`src/rtl/video_timing_gen.sv`:
```
// video_timing_gen
//   Raster timing generator for any progressive display mode. Produces sync,
//   blanking, line/frame strobes and pixel coordinates from a pixel
//   clock-enable running in the Clk domain.
//
//   Optional feature macro: VTG_ODD_FRAME_SKIP_EN
//     When defined, odd frames (field==1) with render_en high drop their
//     last dot: the counters jump from (H_TOTAL-2, V_TOTAL-1) straight to (0,0).
//     When undefined, every frame is H_TOTAL x V_TOTAL dots and render_en is ignored.
//
// Ports
//   Clk         in   system clock, all state changes on rising edge
//   Reset       in   synchronous active-low reset
//   ce          in   pixel enable, one dot per Clk with ce=1
//   render_en   in   qualifies the odd-frame skip
//   hs, vs      out  sync pulses, asserted level HS_POL / VS_POL
//   blank       out  1 = visible pixel
//   sync        out  composite sync, tied 0
//   DrawX/DrawY out  current dot / line
//   vblank      out  1 while DrawY >= V_ACTIVE
//   line_start  out  1 while DrawX == 0
//   frame_start out  1 while DrawX == 0 and DrawY == 0
//   field       out  frame parity, toggles on each frame wrap
module video_timing_gen #(
    parameter int H_ACTIVE = 640,
    parameter int H_FP     = 16,
    parameter int H_SYNC   = 96,
    parameter int H_BP     = 48,
    parameter int V_ACTIVE = 480,
    parameter int V_FP     = 10,
    parameter int V_SYNC   = 2,
    parameter int V_BP     = 33,
    parameter int HS_POL   = 0,
    parameter int VS_POL   = 0,
    parameter int CW       = 10
) (
    input  logic          Clk,
    input  logic          Reset,
    input  logic          ce,
    input  logic          render_en,
    output logic          hs,
    output logic          vs,
    output logic          blank,
    output logic          sync,
    output logic [CW-1:0] DrawX,
    output logic [CW-1:0] DrawY,
    output logic          vblank,
    output logic          line_start,
    output logic          frame_start,
    output logic          field
);

    localparam int H_TOTAL = H_ACTIVE + H_FP + H_SYNC + H_BP;
    localparam int V_TOTAL = V_ACTIVE + V_FP + V_SYNC + V_BP;

    localparam logic [CW-1:0] H_LAST   = CW'(H_TOTAL - 1);
    localparam logic [CW-1:0] V_LAST   = CW'(V_TOTAL - 1);
    localparam logic [CW-1:0] H_SKIP   = CW'(H_TOTAL - 2);
    localparam logic [CW-1:0] H_ACT    = CW'(H_ACTIVE);
    localparam logic [CW-1:0] V_ACT    = CW'(V_ACTIVE);
    localparam logic [CW-1:0] HS_START = CW'(H_ACTIVE + H_FP);
    localparam logic [CW-1:0] HS_END   = CW'(H_ACTIVE + H_FP + H_SYNC);
    localparam logic [CW-1:0] VS_START = CW'(V_ACTIVE + V_FP);
    localparam logic [CW-1:0] VS_END   = CW'(V_ACTIVE + V_FP + V_SYNC);
    localparam logic [CW-1:0] ONE      = CW'(1);
    localparam logic          HS_ON    = (HS_POL != 0);
    localparam logic          VS_ON    = (VS_POL != 0);

    // Reject degenerate modes and counters too narrow for the raster.
    if (H_ACTIVE < 1 || H_FP < 1 || H_SYNC < 1 || H_BP < 1 ||
        V_ACTIVE < 1 || V_FP < 1 || V_SYNC < 1 || V_BP < 1 || CW < 1) begin : g_bad_param
        $error("video_timing_gen: every timing parameter must be >= 1");
    end
    if (H_TOTAL > (1 << CW) || V_TOTAL > (1 << CW)) begin : g_bad_width
        $error("video_timing_gen: CW too narrow for H_TOTAL/V_TOTAL");
    end

    logic [CW-1:0] hc, vc, hc_nxt, vc_nxt;
    logic          field_nxt, h_wrap, v_wrap, skip;

`ifdef VTG_ODD_FRAME_SKIP_EN
    assign skip = field && render_en && v_wrap && (hc == H_SKIP);
`else
    logic unused_render_en;
    assign unused_render_en = render_en;
    assign skip = 1'b0;
`endif

    // Next raster position; outputs are decoded from it so they land
    // in the same cycle as the counters they describe.
    always_comb begin
        h_wrap    = (hc == H_LAST);
        v_wrap    = (vc == V_LAST);
        hc_nxt    = hc + ONE;
        vc_nxt    = vc;
        field_nxt = field;
        if (skip) begin
            hc_nxt    = '0;
            vc_nxt    = '0;
            field_nxt = ~field;
        end else if (h_wrap) begin
            hc_nxt = '0;
            if (v_wrap) begin
                vc_nxt    = '0;
                field_nxt = ~field;
            end else begin
                vc_nxt = vc + ONE;
            end
        end
    end

    always_ff @(posedge Clk) begin
        if (!Reset) begin
            hc          <= '0;
            vc          <= '0;
            field       <= 1'b0;
            hs          <= ~HS_ON;
            vs          <= ~VS_ON;
            blank       <= 1'b0;
            vblank      <= 1'b0;
            line_start  <= 1'b0;
            frame_start <= 1'b0;
        end else if (ce) begin
            hc          <= hc_nxt;
            vc          <= vc_nxt;
            field       <= field_nxt;
            hs          <= ((hc_nxt >= HS_START) && (hc_nxt < HS_END)) ? HS_ON : ~HS_ON;
            vs          <= ((vc_nxt >= VS_START) && (vc_nxt < VS_END)) ? VS_ON : ~VS_ON;
            blank       <= (hc_nxt < H_ACT) && (vc_nxt < V_ACT);
            vblank      <= (vc_nxt >= V_ACT);
            line_start  <= (hc_nxt == '0);
            frame_start <= (hc_nxt == '0) && (vc_nxt == '0);
        end
    end

    assign DrawX = hc;
    assign DrawY = vc;
    assign sync  = 1'b0;

endmodule

```
`config.mk`:
```
export PLATFORM = sky130hd
export DESIGN_NAME = video_timing_gen
export DESIGN_NICKNAME = d
export VERILOG_FILES = /design/src/rtl/video_timing_gen.sv
export SDC_FILE = /design/constraint.sdc
export NUM_CORES = 1
export LEC_CHECK = 0
export ABC_AREA = 1
export BUFFER_PORTS_ARGS = -buffer_cell sky130_fd_sc_hd__buf_4
export CAP_MARGIN = 20
export CORE_UTILIZATION = 56
export DETAILED_ROUTE_END_ITERATION = 16
export PLACE_DENSITY = 0.8
export RECOVER_POWER = 50
export SYNTH_ARGS = -nofsm -noshare
export SYNTH_HDL_FRONTEND = slang
export SYNTH_SLANG_ARGS = --single-unit
```
`constraint.sdc`:
```
create_clock -name Clk -period 2.4 [get_ports Clk]
set_input_delay 0.24 -clock Clk [delete_from_list [all_inputs] [get_ports Clk]]
set_output_delay 0.24 -clock Clk [all_outputs]
set_load 0.05 [all_outputs]
```
==> results of run 1 <==
metrics by stage:
stage          std cells  total power [W]  hold WS [ns]
2_1_floorplan        294         0.000705         0.378
3_3_place_gp         358         0.000768         0.456
3_5_place_dp         358         0.000772         0.461
4_1_cts              362         0.000979         0.169
5_1_grt              362          0.00101         0.159
6_report             362         0.000952         0.184
metal layers:
layer | up-vias | global-route usage [%] | wire, µm
met2 | 56 | 41.2 | 1760
met4 | 0 | 7.48 | 36
li1 | 983 | - | -
met1 | 815 | 40.0 | 2170
met5 | - | 0 | 0
met3 | 4 | 3.96 | 225
cells by family (layout without fill, tap and decap cells):
family / after synthesis / count (layout) / synth area share (%)
DFF: 27 / 27 / 29.9
buffers and inverters: 51 / 75 / 11.4
AOI/OAI and AO/OA: 46 / 46 / 13.7
other: 1 / 1 / 0.208
xor gates and xnor gates: 5 / 5 / 2.42
and+or+nand+nor: 160 / 160 / 39.6
adders and majority gates: 4 / 4 / 2.77
path summary, 6_finish.rpt:
path,from,to,slack [ns],cells past startpoint
worst min-delay path,Reset,vs,0.18,2
worst min register to register,blank,blank,0.48,2
worst max-delay path,DrawX[1],frame_start,0.29,11
worst max register to register,DrawX[1],frame_start,0.29,11
cell usage after synthesis, types with 2 or more instances:
cell type  count
nor3_1         3
ha_1           4
dfxtp_1       27
o21ai_0       21
nor2_2         2
inv_1         40
xor2_1         3
nand2_2        5
a21oi_1       17
o21ai_1        2
buf_2          2
xnor2_1        2
nor2_4         2
nor2_1        43
clkbuf_1       7
nand2_1       66
nand3_1       30
nand4_1        7
registers in the layout, indices dropped and copies added (netlist names):
signal	count
vs	1
field	1
frame_start	1
line_start	1
vblank	1
DrawX	10
hs	1
DrawY	10
blank	1
cell type report:
type	count	share of cell area (%)
multi-input cells	216	53.8
repair buffers	31	7.04
inverters	40	7.61
well taps	44	2.79
clock buffers	4	1.33
flip-flops and latches	27	27.4
cell usage in the layout (no fill, tap or decap):
master,Yosys,layout
a211oi_1,1,1
a21oi_1,17,17
a21oi_2,1,1
buf_4,1,6
clkbuf_1,7,26
clkbuf_4,0,3
conb_1,1,1
dfxtp_1,27,27
ha_1,4,4
inv_1,40,40
nand2_1,66,66
nand2_2,5,5
nand3_1,30,30
nand3_2,1,1
nand4_1,7,7
nand4_4,1,1
nor2_1,43,43
nor2_2,2,2
nor2_4,2,2
nor3_1,3,3
o211ai_1,1,1
o21a_1,1,1
o21ai_0,21,21
o21ai_1,2,2
o21ai_2,1,1
o21bai_1,1,1
xnor2_1,2,2
xor2_1,3,3
power by group:
group	total, W	switching [W]	internal [W]
Combinational	0.000238	0.000182	0.0000563
Clock	0.000207	0.000142	0.0000654
Sequential	0.000507	0.0000342	0.000472
worst reg2reg max path, stage by stage (launching register included):
cell     delay (ns)
dfxtp_1        0.45
ha_1           0.22
nand2_2        0.12
nor2_4         0.14
nand4_4        0.26
nand3_1        0.22
nand2_1        0.09
nor2_1         0.11
nand3_1        0.07
nor2_1         0.15
nand3_1        0.11
a21oi_2        0.12
==> impl_metrics.ini, run 1 <==
[layout]
nFillCells = 332
drive_above_1_share_pct = 6.92
regArea_um2 = 541
synthToLayoutAreaGrowth_pct = 9.14
post-route-util_pct = 64.6
final_area_mm2 = 0.00197
antenna-diode-count = 0
multi_input_area_mm2 = 0.00106
num-nets-final = 327

[yosys]
ys_ff_latch = 27
ys.flop_type = dfxtp_1
synthTopCellsByArea = dfxtp_1 (30%), nand2_1 (14%), nor2_1 (8.9%), inv_1 (8.3%), nand3_1 (8.3%)
synth_top_area_share_pct = 29.9
yosysSeqAreaShare_pct = 29.9
synth_top_area_cell = dfxtp_1
async_flop_share_pct = 0
syn_nets = 302
synth-edff-count = 0
synth_cells = 294
synth_cell_types = 29
synth_warnings = 0
netlist_area_mm2 = 0.00181
synth_area_per_cell_um2 = 6.15

[detailed_routing]
antenna_left = 0
routed_wirelength_um = 4180
drt_iter0_drc = 126
drc = 0
num_vias = 1858
wire_per_inst_um = 11.6
firstDrtPassIters = 4
via_per_inst = 5.13

[setup_path]
arrival_ns = 2.39
start_kind = flop
crit_family = simple AND/OR/NAND/NOR gates
crit_buf_inv = 0
crit_top_cell = nand3_1
cp.required_ns = 2.68
worst-setup-path-type = reg2reg
critPathMaxStageDelay_ns = 0.45
cp_max_fo = 16
crit_chain = ha_1, nand2_2, nor2_4, nand4_4, nand3_1, nand2_1, nor2_1, nand3_1, nor2_1, nand3_1, a21oi_2
crit_path_end_kind = flop
critPathSlowestCell = dfxtp_1

[global_routing]
grt_max_degree = 27
grt_pass1_vias = 1586
antenna_found_initial = 0
grt_pass1_wl_um = 7220
grt_remaining_overflow = 0
grt_use_total_pct = 27.2

[clocking]
holdBufCountCts = 0
tritoncts = built
path_clk_slew_ns = 0.15
cts_buffers = 3
htree_levels = 1
clkSinkCount = 27
post-cts-setup-buffer-count = 0
cts_resized = 0
cts_root_buf = clkbuf_4
clk_latency_ns = 0.34
cts_max_path_buffers = 2

[timing]
rsz0062_at_grt = no
setup_viol = 0
hold_viol_final = 0
max_slew_margin_pct = 60.2
fin_crit_ns = 2.11
clock-skew-final_ns = 0.00198
slew_viol_final = 0
fmax_ghz = 0.474
period_share_pct = 87.9
fin_ws_ns = 0.291
worst_slew_pin_slew_ns = 0.600
tns_ns = 0

[floorplanning]
die-area_mm2 = 0.00346
die_height_um = 58.8
coreArea_mm2 = 0.00305
ios = 32
die_w_um = 58.8
rows = 20
start_util_pct = 59.2

[pwr]
ir_worst_vdd_mv = 0.368
cellPowerDensity_mw_per_mm2 = 483
leakagePower_nw = 0.895

[job]
maxCapViolations = 0

[placed_design]
hpwl_um = 3120
place.gp.congestion = 0.895
placed_cell_area_mm2 = 0.00204
post-place-ws_ns = 0.366
port_buffers = 29

[outcome]
outcome = completed

[worst_hold_path]
hold_path_class = in2reg
(Power assumes the default switching activity.)
==> run 2, diff against run 1 <==
- CORE_ASPECT_RATIO: default -> 0.7
==> run 2 against run 1 <==
Net effect:
- setup slack better by 0.0065 ns
- fmax up 0.31%
- count of clock-buffer cells in the layout down 1
- cell count down 2.2%
- die area up 0.10%
- critical path depth unchanged
- combinational power up 2%
- worst hold slack better by 0.047 ns
- utilization up 3.2 points
- clock power up 29%
- via count up 3.1%
==> impl_metrics.ini, run 2 (synthesis results as in run 1) <==
[outcome]
outcome = completed

[placed_design]
place.gp.congestion = 0.913
hpwl_um = 3400
dp_cells = 350
port_buffers = 29

[timing]
hold_viol_final = 0
worst_slew_pin_slew_ns = 0.632
fmax_ghz = 0.476
tns_ns = 0
fin_crit_ns = 2.10
setup_viol = 0
slew_viol_final = 0
period_share_pct = 87.6
max_slew_margin_pct = 58.0
clock-skew-final_ns = 0.00459
rsz0062_at_grt = no

[global_routing]
grt_use_total_pct = 28.2
grt_remaining_overflow = 0
grt_max_degree = 27
grt_pass1_vias = 1606
antenna_found_initial = 0
grt_pass1_wl_um = 7710

[layout]
num-nets-final = 327
layout_common_cells = nand2_1 (66), nor2_1 (43), inv_1 (40)
synthToLayoutAreaGrowth_pct = 9.70
post-route-util_pct = 67.8
finalNonFillerCells = 354
antenna-diode-count = 0
final_common_cell = nand2_1
drive_above_1_share_pct = 7.23

[setup_path]
critPathSlowestCell = dfxtp_1
crit_chain = ha_1, nand2_2, nor2_4, nand4_4, nand3_1, nand2_1, nor2_1, nand3_1, nor2_1, nand3_1, a21oi_2
crit_family = simple AND/OR/NAND/NOR gates
worst-setup-path-type = reg2reg
cp.required_ns = 2.62
crit_buf_inv = 0
cp_max_fo = 16
start_kind = flop
crit_path_end_kind = flop
crit_top_cell = nand3_1
arrival_ns = 2.32
setup.worst_path.start = DrawX[1]
critPathMaxStageDelay_ns = 0.42
r2r_start = DrawX[1]

[clocking]
cts_resized = 0
post-cts-setup-buffer-count = 0
clkSinkCount = 27
clk_latency_ns = 0.28
path_clk_slew_ns = 0.09
htree_levels = 1
cts_buffers = 3
cts_root_buf = clkbuf_8
holdBufCountCts = 0
tritoncts = built
cts_max_path_buffers = 2

[pwr]
ir_worst_vdd_mv = 0.375
cellPowerDensity_mw_per_mm2 = 513
leakagePower_nw = 0.905

[worst_hold_path]
hold_path_class = in2reg
hold_start = Reset

[job]
maxCapViolations = 0

[floorplanning]
rows = 16
ios = 32
coreArea_mm2 = 0.00292
start_util_pct = 61.8
die-area_mm2 = 0.00346
die_height_um = 49.5
die_w_um = 69.9

[detailed_routing]
antenna_left = 0
num_vias = 1916
wire_per_inst_um = 12.9
firstDrtPassIters = 5
via_per_inst = 5.41
drc = 0
drt_iter0_drc = 184
routed_wirelength_um = 4550
==> run 2: layer usage <==
metal	up-vias	GRT usage (%)	wire [µm]
li1	991	-	-
met1	838	43.4	2340
met2	82	39.9	1790
met3	5	6.95	398
met4	0	5.00	30
met5	-	0	0
==> run 2: worst paths after layout <==
path	cells after the start	end	slack, ns
worst max-delay path	11	frame_start	0.30
worst min-delay path	2	vs	0.23
worst max register to register	11	frame_start	0.30
worst min register to register	2	blank	0.48
==> run 2: cell type report <==
cell class	count	area [µm²]
clock buffers	3	41.3
flip-flops and latches	27	541
inverters	40	150
fillers	312	941
well taps	36	45.0
clock inverters	1	5.00
repair buffers	31	139
multi-input cells	216	1060
==> run 2: where the power goes <==
group          total (W)  internal [W]  switching (W)
Combinational   0.000242     0.0000564       0.000185
Sequential      0.000507      0.000472      0.0000357
Clock           0.000267      0.000117       0.000150
Total            0.00102      0.000645       0.000371
==> run 2: stage by stage <==
step	hold WS (ns)	power (W)	setup slack [ns]	cell area, µm²
after floorplan	0.378	0.000705	0.226	1810
after global placement	0.457	0.000769	0.378	2030
after detailed placement	0.462	0.000774	0.315	2030
after CTS	0.229	0.00104	0.308	2080
after global routing	0.245	0.00107	0.0395	1980
final	0.231	0.00102	0.297	1980
